<file path="src/rtl/adpll_acq_sequencer.sv">
// rtl/adpll_acq_sequencer.sv - ADPLL acquisition and lock sequencer
//
// Purpose: runs a successive-approximation coarse search on the DCO control
// code, once per reference tick, then hands the code to the loop filter and
// tracks lock. If TRACK runs too long without locking, the search restarts.
//
// Optional feature macro: ADPLL_SEQ_STATS_EN adds relock_cnt_o.
//
// Ports:
//   fpga_clk_i     sole clock
//   reset_i        synchronous active-high reset
//   enable_i       sequencer enable; low forces IDLE
//   ref_clk_i      reference clock, sampled as data
//   error_i        signed phase error, positive means the DCO is slow
//   dco_cc_o       signed coarse DCO code (the loop filter seed in TRACK)
//   cc_override_o  high while the sequencer owns the DCO code
//   loop_en_o      loop filter enable
//   locked_o       lock indicator
//   lock_lost_o    one-cycle pulse when lock drops
//   state_o        current state encoding
//   relock_cnt_o   saturating count of lock losses and timeouts (stats only)
module adpll_acq_sequencer #(
    parameter int unsigned SETTLE_REFS   = 4,
    parameter int unsigned LOCK_THRESH   = 3,
    parameter int unsigned LOCK_COUNT    = 16,
    parameter int unsigned UNLOCK_THRESH = 12,
    parameter int unsigned UNLOCK_COUNT  = 4,
    parameter int unsigned TRACK_TIMEOUT = 1023
) (
    input  logic       fpga_clk_i,
    input  logic       reset_i,
    input  logic       enable_i,
    input  logic       ref_clk_i,
    input  logic [7:0] error_i,
    output logic [4:0] dco_cc_o,
    output logic       cc_override_o,
    output logic       loop_en_o,
    output logic       locked_o,
    output logic       lock_lost_o,
`ifdef ADPLL_SEQ_STATS_EN
    output logic [7:0] relock_cnt_o,
`endif
    output logic [2:0] state_o
);

    localparam logic [2:0] ST_IDLE         = 3'd0;
    localparam logic [2:0] ST_SETTLE       = 3'd1;
    localparam logic [2:0] ST_COARSE       = 3'd2;
    localparam logic [2:0] ST_SETTLE_FINAL = 3'd3;
    localparam logic [2:0] ST_TRACK        = 3'd4;
    localparam logic [2:0] ST_LOCKED       = 3'd5;

    // Reference synchroniser and rising-edge detect
    logic ref_meta, ref_sync, ref_dly;
    logic tick;
    assign tick = ref_sync & ~ref_dly;

    // Magnitude of the error; -128 has no positive 8-bit twin, so clamp it
    logic [7:0] err_abs;
    always_comb begin
        if (error_i == 8'h80)
            err_abs = 8'd127;
        else if (error_i[7])
            err_abs = -error_i;
        else
            err_abs = error_i;
    end

    logic       err_good, err_bad;
    assign err_good = (err_abs <= 8'(LOCK_THRESH));
    assign err_bad  = (err_abs >  8'(UNLOCK_THRESH));

    logic [2:0] state, state_nxt;
    logic [3:0] step, step_nxt;
    logic [4:0] cc_nxt;
    logic [7:0] settle_cnt, settle_nxt;
    logic [7:0] lock_cnt, lock_nxt;
    logic [7:0] exc_cnt, exc_nxt;
    logic [9:0] to_cnt, to_nxt;
    logic       lost_evt, timeout_evt;
    logic       override_nxt, loop_en_nxt, locked_nxt, lock_lost_nxt;

    assign state_o = state;

    // State and datapath register
    always_ff @(posedge fpga_clk_i) begin
        if (reset_i) begin
            ref_meta      <= 1'b0;
            ref_sync      <= 1'b0;
            ref_dly       <= 1'b0;
            state         <= ST_IDLE;
            step          <= 4'd8;
            dco_cc_o      <= 5'd0;
            settle_cnt    <= 8'd0;
            lock_cnt      <= 8'd0;
            exc_cnt       <= 8'd0;
            to_cnt        <= 10'd0;
            cc_override_o <= 1'b1;
            loop_en_o     <= 1'b0;
            locked_o      <= 1'b0;
            lock_lost_o   <= 1'b0;
        end else begin
            ref_meta      <= ref_clk_i;
            ref_sync      <= ref_meta;
            ref_dly       <= ref_sync;
            state         <= state_nxt;
            step          <= step_nxt;
            dco_cc_o      <= cc_nxt;
            settle_cnt    <= settle_nxt;
            lock_cnt      <= lock_nxt;
            exc_cnt       <= exc_nxt;
            to_cnt        <= to_nxt;
            cc_override_o <= override_nxt;
            loop_en_o     <= loop_en_nxt;
            locked_o      <= locked_nxt;
            lock_lost_o   <= lock_lost_nxt;
        end
    end

    // Next-state and datapath update
    always_comb begin
        state_nxt   = state;
        step_nxt    = step;
        cc_nxt      = dco_cc_o;
        settle_nxt  = settle_cnt;
        lock_nxt    = lock_cnt;
        exc_nxt     = exc_cnt;
        to_nxt      = to_cnt;
        lost_evt    = 1'b0;
        timeout_evt = 1'b0;

        case (state)
            ST_IDLE: begin
                cc_nxt   = 5'd0;
                step_nxt = 4'd8;
                if (enable_i)
                    state_nxt = ST_SETTLE;
            end
            ST_SETTLE, ST_SETTLE_FINAL: begin
                if (tick) begin
                    if (settle_cnt == 8'(SETTLE_REFS - 1))
                        state_nxt = (state == ST_SETTLE) ? ST_COARSE : ST_TRACK;
                    else
                        settle_nxt = settle_cnt + 8'd1;
                end
            end
            ST_COARSE: begin
                if (tick) begin
                    if ($signed(error_i) > 0)
                        cc_nxt = dco_cc_o + {1'b0, step};
                    else if ($signed(error_i) < 0)
                        cc_nxt = dco_cc_o - {1'b0, step};
                    step_nxt  = step >> 1;
                    state_nxt = (step == 4'd1) ? ST_SETTLE_FINAL : ST_SETTLE;
                end
            end
            ST_TRACK: begin
                if (tick) begin
                    to_nxt   = to_cnt + 10'd1;
                    lock_nxt = err_good ? lock_cnt + 8'd1 : 8'd0;
                    if (err_good && lock_cnt == 8'(LOCK_COUNT - 1)) begin
                        state_nxt = ST_LOCKED;
                    end else if (to_cnt == 10'(TRACK_TIMEOUT - 1)) begin
                        // Give up on this code and restart the coarse search
                        state_nxt   = ST_SETTLE;
                        cc_nxt      = 5'd0;
                        step_nxt    = 4'd8;
                        timeout_evt = 1'b1;
                    end
                end
            end
            ST_LOCKED: begin
                if (tick) begin
                    if (err_bad) begin
                        if (exc_cnt == 8'(UNLOCK_COUNT - 1)) begin
                            state_nxt = ST_TRACK;
                            lost_evt  = 1'b1;
                        end else begin
                            exc_nxt = exc_cnt + 8'd1;
                        end
                    end else begin
                        exc_nxt = 8'd0;
                    end
                end
            end
            default: state_nxt = ST_IDLE;
        endcase

        // Every state entry starts its counters from zero
        if (state_nxt != state) begin
            settle_nxt = 8'd0;
            lock_nxt   = 8'd0;
            exc_nxt    = 8'd0;
            to_nxt     = 10'd0;
        end

        // Disable overrides everything, including a coincident tick
        if (!enable_i) begin
            state_nxt   = ST_IDLE;
            step_nxt    = 4'd8;
            cc_nxt      = 5'd0;
            settle_nxt  = 8'd0;
            lock_nxt    = 8'd0;
            exc_nxt     = 8'd0;
            to_nxt      = 10'd0;
            lost_evt    = 1'b0;
            timeout_evt = 1'b0;
        end
    end

    // Registered control outputs, derived from the state being entered
    always_comb begin
        override_nxt  = 1'b1;
        loop_en_nxt   = 1'b0;
        locked_nxt    = 1'b0;
        lock_lost_nxt = lost_evt;
        if (state_nxt == ST_TRACK || state_nxt == ST_LOCKED) begin
            override_nxt = 1'b0;
            loop_en_nxt  = 1'b1;
        end
        if (state_nxt == ST_LOCKED)
            locked_nxt = 1'b1;
    end

`ifdef ADPLL_SEQ_STATS_EN
    // Survives enable_i; only reset_i clears it
    always_ff @(posedge fpga_clk_i) begin
        if (reset_i)
            relock_cnt_o <= 8'd0;
        else if ((lost_evt || timeout_evt) && relock_cnt_o != 8'hFF)
            relock_cnt_o <= relock_cnt_o + 8'd1;
    end
`else
    logic unused_stats;
    assign unused_stats = timeout_evt;
`endif

endmodule

</file>
<file path="config.mk">
export PLATFORM = sky130hd
export DESIGN_NAME = adpll_acq_sequencer
export DESIGN_NICKNAME = d
export VERILOG_FILES = /design/src/rtl/adpll_acq_sequencer.sv
export SDC_FILE = /design/constraint.sdc
export NUM_CORES = 1
export LEC_CHECK = 0
export CAP_MARGIN = 20
export CORE_MARGIN = 1
export CORE_UTILIZATION = 63
export CTS_BUF_LIST = sky130_fd_sc_hd__clkbuf_16
export CTS_CLUSTER_DIAMETER = 60
export CTS_CLUSTER_SIZE = 14
export DETAILED_ROUTE_END_ITERATION = 8
export GPL_ROUTABILITY_DRIVEN = 0
export GPL_TIMING_DRIVEN = 0
export PLACE_DENSITY_LB_ADDON = 0.3
export SETUP_SLACK_MARGIN = 0.1
export SYNTH_ARGS = -nofsm -noshare
export SYNTH_HDL_FRONTEND = slang
export SYNTH_SLANG_ARGS = --single-unit
</file>
<file path="constraint.sdc">
create_clock -name fpga_clk_i -period 4.2 [get_ports fpga_clk_i]
set_input_delay 0.63 -clock fpga_clk_i [delete_from_list [all_inputs] [get_ports fpga_clk_i]]
set_output_delay 0.63 -clock fpga_clk_i [all_outputs]
set_load 0.02 [all_outputs]
</file>
==> summary.log, run 1 <==
[status] result of the run finished clean
[drt] routed wire length per instance 15.1 um
[synthesis] most repeated cell in the gate-level netlist after synthesis sky130_fd_sc_hd__dfxtp_1
[synthesis] FFs w/ async S/R, synth 0%
[global_routing] number of antenna violations at the first check in global routing 0
[cells_and_area] Final Instance Count excl. Fillers 445
[global_routing] global route total overflow 0
[sta] slew at the pin closest to its max-slew limit 1.23 ns
[synthesis] synthesized area per cell 8.26 um^2
[synthesis] Post-synth EDFFs 0
[synthesis] warnings from Yosys 0
[floorplan] die extent in y 71.0 um
[pwr] part of the total power dissipated in sequential elements 51.5%
[cts] quantity of hold-fixing buffers added after cts 0
[pwr] PD cells 286 nW/um^2
[global_routing] pin count of the biggest net entering global routing 17
[drt] post-detailed-route DRC marker count 0
[cts] number of buffers added by the clock tree synthesis step 5
[floorplan] Cell Rows 24
[cts] H-tree levels 2
[synthesis] cell type with the highest aggregate area in the netlist sky130_fd_sc_hd__dfxtp_1
[synthesis] count of mapped cells out of synthesis 363
[cells_and_area] layout cell share with drive strength beyond 1 5.60%
[placement] Detail Placement HPWL 4.82 mm
[sta] Hold Worst Slack 0.446 ns
[sta] Post-Route Skew 0.00862 ns
[global_routing] GR Layer Usage met1 36.0%
[global_routing] first-pass GRT wire length 11.4 mm
[pwr] Clock Power Share 41.1%
[setup_path] critical-path maximum fanout 6
[drt] Post-Route WL 6.70 mm
[global_routing] layer with the highest usage met2
[cts] insertion delay to the later sink of the worst-skew pair 0.29 ns
[synthesis] basic-gate share of the synthesized area counting and, or, nand and nor cells 29.2%
[floorplan] Core Region 4470 um^2
[synthesis] post-synth net total 388
[cts] CTS tree built
[drt] count of TritonRoute iterations in the first routing pass 5
[synthesis] cell area after synthesis 3000 um^2
[min_path] type of the tightest min-delay check reg2reg
[floorplan] Die Wd 71.0 um
[cells_and_area] synth-to-layout area growth 14.3%
[cts] CTS clock-pin slew for the worst setup and hold paths 0.07 ns
[sta] RSZ-0062 raised after global routing no
[cells_and_area] total number of nets in the final design 417
[synthesis] count of distinct cell types in the synthesized netlist 50
[drt] count of antenna-violating nets left after detailed routing 0
[pwr] peak supply drop 0.207 mV
[synthesis] register bit total from synthesis 53
[pwr] combinational group share of total power 7.3%
[cts] Max clock buf depth 2
[sta] worst relative slew slack 17.6%
[synthesis] most numerous cell types in the synthesized netlist 53 x sky130_fd_sc_hd__dfxtp_1, 44 x sky130_fd_sc_hd__nor3_1, 28 x sky130_fd_sc_hd__nor2_1
[floorplan] I/O Pins 24
[placement] placed cells 437
[placement] number of port buffers 22
[setup_path] arrival time at the worst endpoint 3.73 ns
[global_routing] overall track demand over capacity in global routing 27.9%
[pwr] Switching Power 227 uW
[pwr] sw frac 23.2%
[cells_and_area] Final Cell Area 3430 um^2
[synthesis] cells taking the most area after synthesis sky130_fd_sc_hd__dfxtp_1 35%, sky130_fd_sc_hd__nor3_1 7.3%, sky130_fd_sc_hd__xor2_1 5.5%, sky130_fd_sc_hd__ha_1 5.0%, sky130_fd_sc_hd__a21oi_1 3.7%
[synthesis] most used flip-flop cell after synthesis sky130_fd_sc_hd__dfxtp_1
[setup_path] Worst Setup Start Kind input pin
[drt] via density per instance 6.13
[synthesis] share of the synthesized area in compound gates (AO/OA/AOI/OAI) 13.1%
[drt] count of routing violations after the opening detailed-route iteration 182
[global_routing] met3 Track Usage GR 4.56%
[cts] post-CTS repair timing setup buffer count 0
[synthesis] top cell type's share of synthesized area 35.4%
[sta] Final TNS setup 0 ns
[floorplan] area of the die 5040 um^2
[sta] Final Hold Viols 0
[synthesis] dominant combinational cell family by area after synthesis simple AND/OR/NAND/NOR gates
[sta] endpoints failing setup 0
[sta] Pins Over Slew Limit 0
[setup_path] Setup CP Type in2reg
[global_routing] met2 Resource Use GR 48.0%
[cts] TritonCTS Sinks 53
[floorplan] initial cell density of the core 67.0%
[synthesis] mux cell area share after synthesis 3.05%
[cts] root buf cell sky130_fd_sc_hd__clkbuf_16
[sta] Period minus WS final 3.51 ns
[synthesis] Post-Synth Adder-Cell Area 5.67%
[global_routing] vias in the first global route 2574
[placement] placed cell area 3280 um^2
[synthesis] Post-Synth XOR/XNOR Area 8.18%
[synthesis] portion of the post-synthesis area used by sequential elements 35.4%
[cts] number of cells upsized or downsized after cts 0
[setup_path] Worst Path Required 4.42 ns
[drt] total via count in the routed design 2726
[setup_path] sort of element at the end of the critical path register
[run] # Max-Cap Violations 0
[cells_and_area] antenna diode count 0
[sta] fraction of the cycle the final worst path needs 83.7%
[sta] highest achievable clock rate 285 MHz
[pwr] Leakage 1.20 nW
[pwr] internal power 753 uW
[stage by stage]
step / util (%) / power (mW) / setup slack, ns
6_report: 76.6 / 0.980 / 0.686
5_1_grt: 76.6 / 1.01 / 0.468
4_1_cts: 76.6 / 0.979 / 0.707
3_5_place_dp: 73.4 / 0.588 / 0.404
3_3_place_gp: 73.4 / 0.586 / 0.454
2_1_floorplan: - / 0.562 / 1.21
[per-layer routing]
layer | up-vias | share of wire (%)
li1 | 1355 | -
met1 | 1267 | 45
met4 | 0 | 1.9
met3 | 15 | 5.2
met5 | - | 0
met2 | 89 | 48
[path summary, 6_finish.rpt]
check	startpoint	endpoint	slack [ns]	cells past startpoint
worst min register to register	ref_meta	ref_sync	0.45	1
worst max register to register	exc_cnt[0]	settle_cnt[1]	0.95	9
worst min-delay path	ref_meta	ref_sync	0.45	1
worst max-delay path	error_i[0]	dco_cc_o[4]	0.69	14
[cells in the final DEF (no fill, tap or decap), drive strengths merged, types with 2 or more instances in the layout]
master         Yosys  routed
dfxtp             53      53
nor3              45      45
nor2              28      28
nand2             25      25
a21oi             22      22
clkdlybuf4s50      0      22
inv               19      20
xor2              19      19
nand3             12      12
o21ai             12      12
ha                12      12
nand4             11      11
clkbuf             5      10
xnor2              9       9
nor2b              8       8
and3               8       8
mux2i              8       8
buf                8       8
nor3b              7       7
nand2b             6       6
nor4               4       4
o31ai              4       4
o21a               4       4
a21o               3       3
o211ai             3       3
and2               3       3
a31oi              2       2
nand3b             2       2
or3                2       2
a32oi              2       2
clkinvlp           0       2
o311ai             2       2
[power groups by stage]
stage                     combinational, mW  clock [mW]  sequential [mW]
after floorplan                      0.0451           0            0.517
after global placement               0.0695           0            0.517
after detailed placement             0.0709           0            0.517
after CTS                            0.0711       0.403            0.505
after global routing                 0.0781       0.430            0.505
final                                0.0719       0.403            0.505
[flip-flops by register name, indices dropped and copies added, names as in the netlist, 3 cells and up]
| signal | flops |
|---|---|
| dco_cc_o | 5 |
| exc_cnt | 8 |
| lock_cnt | 8 |
| settle_cnt | 8 |
| state_o | 3 |
| step | 4 |
| to_cnt | 10 |
[cell families (layout without fill, tap and decap cells)]
logic type	after synthesis	in the layout
muxes	9	9
xor gates and xnor gates	28	28
buffers and inverters	32	62
adders and majority gates	13	13
AOI/OAI and AO/OA	61	61
and+or+nand+nor	167	167
DFF	53	53
[critical path, stage by stage]
cell and delay, ns:
sky130_fd_sc_hd__clkdlybuf4s50_1 0.46, sky130_fd_sc_hd__inv_1 0.12, sky130_fd_sc_hd__ha_1 0.25, sky130_fd_sc_hd__nor3b_1 0.44
sky130_fd_sc_hd__a21oi_1 0.25, sky130_fd_sc_hd__nor2b_1 0.20, sky130_fd_sc_hd__xnor2_1 0.13, sky130_fd_sc_hd__ha_1 0.32
sky130_fd_sc_hd__a21o_1 0.18, sky130_fd_sc_hd__a21oi_1 0.18, sky130_fd_sc_hd__xor2_1 0.19, sky130_fd_sc_hd__xnor2_1 0.13
sky130_fd_sc_hd__nand4_1 0.10, sky130_fd_sc_hd__a21oi_1 0.14
[final cells by class]
cell class                      instances  area [um^2]
Clock buffer                            5          125
Sequential cell                        53         1060
Clock inverter                          3         18.8
Tap cell                               52         65.1
Inverter                               19         71.3
Multi-Input combinational cell        278         1770
Timing Repair Buffer                   22          220
Buffer                                 13         92.6
Fill cell                             324         1050
Power figures use the tool's default switching activity.
==> inputs of run 2 (changes only) <==
--- a/config.mk
+++ b/config.mk
@@ -7,7 +7,7 @@
 export LEC_CHECK = 0
 export CAP_MARGIN = 20
 export CORE_MARGIN = 1
-export CORE_UTILIZATION = 63
+export CORE_UTILIZATION = 58
 export CTS_BUF_LIST = sky130_fd_sc_hd__clkbuf_16
 export CTS_CLUSTER_DIAMETER = 60
 export CTS_CLUSTER_SIZE = 14
==> constraint.sdc (replaced) <==
create_clock -name fpga_clk_i -period 3.66 [get_ports fpga_clk_i]
set_input_delay 0.549 -clock fpga_clk_i [delete_from_list [all_inputs] [get_ports fpga_clk_i]]
set_output_delay 0.549 -clock fpga_clk_i [all_outputs]
set_load 0.02 [all_outputs]
==> summary.log, run 2 (synthesis results as in run 1) <==
[setup_path] Top cell by count, worst path sky130_fd_sc_hd__a21oi_1
[cells_and_area] top register by number of flip-flops to_cnt
[min_path] hold wc startpoint ref_meta
[cells_and_area] most frequent cells in the layout 53 x sky130_fd_sc_hd__dfxtp_1, 44 x sky130_fd_sc_hd__nor3_1, 28 x sky130_fd_sc_hd__nor2_1
[floorplan] I/O Pins 24
[drt] count of TritonRoute iterations in the first routing pass 5
[setup_path] CP cell instances clkdlybuf4s50_1 -> inv_1 -> ha_1 -> nor3b_2 -> a21oi_1 -> nor2b_1 -> xnor2_1 -> ha_1 -> a21o_1 -> a21oi_1 -> xor2_1 -> xnor2_1 -> nand4_1 -> a21oi_1
[sta] fraction of the cycle the final worst path needs 90.9%
[drt] Post-Route WL 6.59 mm
[cells_and_area] total number of nets in the final design 418
[setup_path] launch point of the critical path error_i[0]
[cts] CTS clock-pin slew for the worst setup and hold paths 0.07 ns
[drt] count of routing violations after the opening detailed-route iteration 175
[floorplan] die extent in y 73.9 um
[global_routing] number of antenna violations at the first check in global routing 0
[drt] count of antenna-violating nets left after detailed routing 0
[cells_and_area] Final Instance Count excl. Fillers 461
[placement] number of port buffers 22
[cells_and_area] synth-to-layout area growth 16.1%
[drt] post-detailed-route DRC marker count 0
[floorplan] Die Wd 73.9 um
[floorplan] Cell Rows 25
[status] result of the run finished clean
[cts] number of buffers added by the clock tree synthesis step 5
[cts] root buf cell sky130_fd_sc_hd__clkbuf_16
[cells_and_area] antenna diode count 0
[setup_path] Critical path buffers and inverters 2
[floorplan] Core Region 4850 um^2
[global_routing] first-pass GRT wire length 11.2 mm
[placement] placed cell area 3300 um^2
[cells_and_area] layout cell share with drive strength beyond 1 6.09%
[cts] CTS tree built
[cts] Max clock buf depth 2
[pwr] peak supply drop 0.246 mV
[setup_path] sort of element at the end of the critical path register
[setup_path] Setup CP Type in2reg
[setup_path] Worst Path Required 3.88 ns
[cells_and_area] number of filler instances in the final layout 360
[setup_path] delay of the slowest cell on the worst path 0.53 ns
[setup_path] arrival time at the worst endpoint 3.55 ns
[pwr] total design power 1.19 mW
[drt] total via count in the routed design 2701
[sta] worst relative slew slack 45.9%
[global_routing] overall track demand over capacity in global routing 26.2%
[global_routing] global route total overflow 0
[cells_and_area] Final Cell Area 3480 um^2
[sta] endpoints failing setup 0
[pwr] Leakage 1.21 nW
[sta] highest achievable clock rate 301 MHz
[drt] via density per instance 5.86
[sta] Pins Over Slew Limit 0
[sta] Period minus WS final 3.33 ns
[cts] H-tree levels 2
[setup_path] CP max-delay cell sky130_fd_sc_hd__clkdlybuf4s50_1
[cts] insertion delay to the later sink of the worst-skew pair 0.29 ns
[setup_path] Largest delay share family, worst path compound AO/OA/AOI/OAI gates
[setup_path] Worst Setup Start Kind input pin
[placement] placed cells 452
[cells_and_area] final core utilization 71.8%
[sta] Final TNS setup 0 ns
[sta] RSZ-0062 raised after global routing yes
[sta] Final Hold Viols 0
[cts] quantity of hold-fixing buffers added after cts 0
[setup_path] critical-path maximum fanout 6
[drt] routed wire length per instance 14.3 um
[sta] slew at the pin closest to its max-slew limit 0.805 ns
[setup_path] R2R Path Start exc_cnt[0]
[placement] Detail Placement HPWL 4.72 mm
[floorplan] area of the die 5460 um^2
[floorplan] initial cell density of the core 61.9%
[global_routing] vias in the first global route 2503
[global_routing] pin count of the biggest net entering global routing 17
[run] # Max-Cap Violations 0
[cts] TritonCTS Sinks 53
[cells_and_area] flip-flop count of the largest register after layout 10
[min_path] type of the tightest min-delay check reg2reg
[sta] Post-Route Skew 0.00686 ns
[pwr] PD cells 342 nW/um^2
[cells_and_area] most common cell after layout, fill and taps aside sky130_fd_sc_hd__dfxtp_1
## run 2: cell count changes in the layout (fill, tap and decap cells not counted)
cell,delta
sky130_fd_sc_hd__inv_1,-1
sky130_fd_sc_hd__clkinvlp_4,-1
sky130_fd_sc_hd__clkbuf_4,+1
sky130_fd_sc_hd__nor3b_1,-1
sky130_fd_sc_hd__nor3b_2,+1
sky130_fd_sc_hd__bufinv_16,+1
sky130_fd_sc_hd__clkinv_1,+1
## run 2: final cells by class
| class | count | area, um^2 | share of cell area [%] |
|---|---|---|---|
| inverter | 19 | 71.3 | 2.05 |
| multi-input combinational | 278 | 1780 | 51.1 |
| tap | 67 | 83.8 | 2.41 |
| clock buffer | 5 | 125 | 3.59 |
| buffer | 13 | 92.6 | 2.66 |
| sequential | 53 | 1060 | 30.5 |
| clock inverter | 3 | 41.3 | 1.19 |
| timing repair buffer | 23 | 228 | 6.54 |
## run 2: path summary, 6_finish.rpt
check,endpoint,slack [ns],cells past startpoint
setup / recovery,dco_cc_o[4],0.33,14
hold / removal,ref_sync,0.45,1
setup reg to reg,lock_cnt[2],0.45,9
hold reg to reg,ref_sync,0.45,1
## run 2: power by group
part | switching, mW | total (mW) | internal [mW]
registers | 0.00140 | 0.580 | 0.578
logic | 0.0489 | 0.0834 | 0.0345
clock network | 0.209 | 0.529 | 0.320
total | 0.259 | 1.19 | 0.933
## run 2: what timing repair did
action / CTS / global route
hold endpoints to repair: 0 / 0
resized for setup: 0 / 1
endpoints found under the setup margin: 0 / 22
buffers inserted: 0 / 0
## run 2: stage by stage
step	hold slack [ns]	worst slack [ns]
CTS	0.456	0.209
floorplan	0.414	0.751
finish	0.454	0.332
global route	0.462	0.0839
detailed placement	0.443	-0.0741
global placement	0.418	-0.0119
## run 2: layer usage
layer | routed length [um] | part of all wire (%) | track usage [%] | up-vias
met5 | 0 | 0 | 0 | -
met4 | 94 | 1.4 | 8.12 | 0
met3 | 303 | 4.6 | 4.12 | 12
met2 | 3210 | 49 | 45.3 | 82
met1 | 2980 | 45 | 33.4 | 1252
li1 | - | - | - | 1355
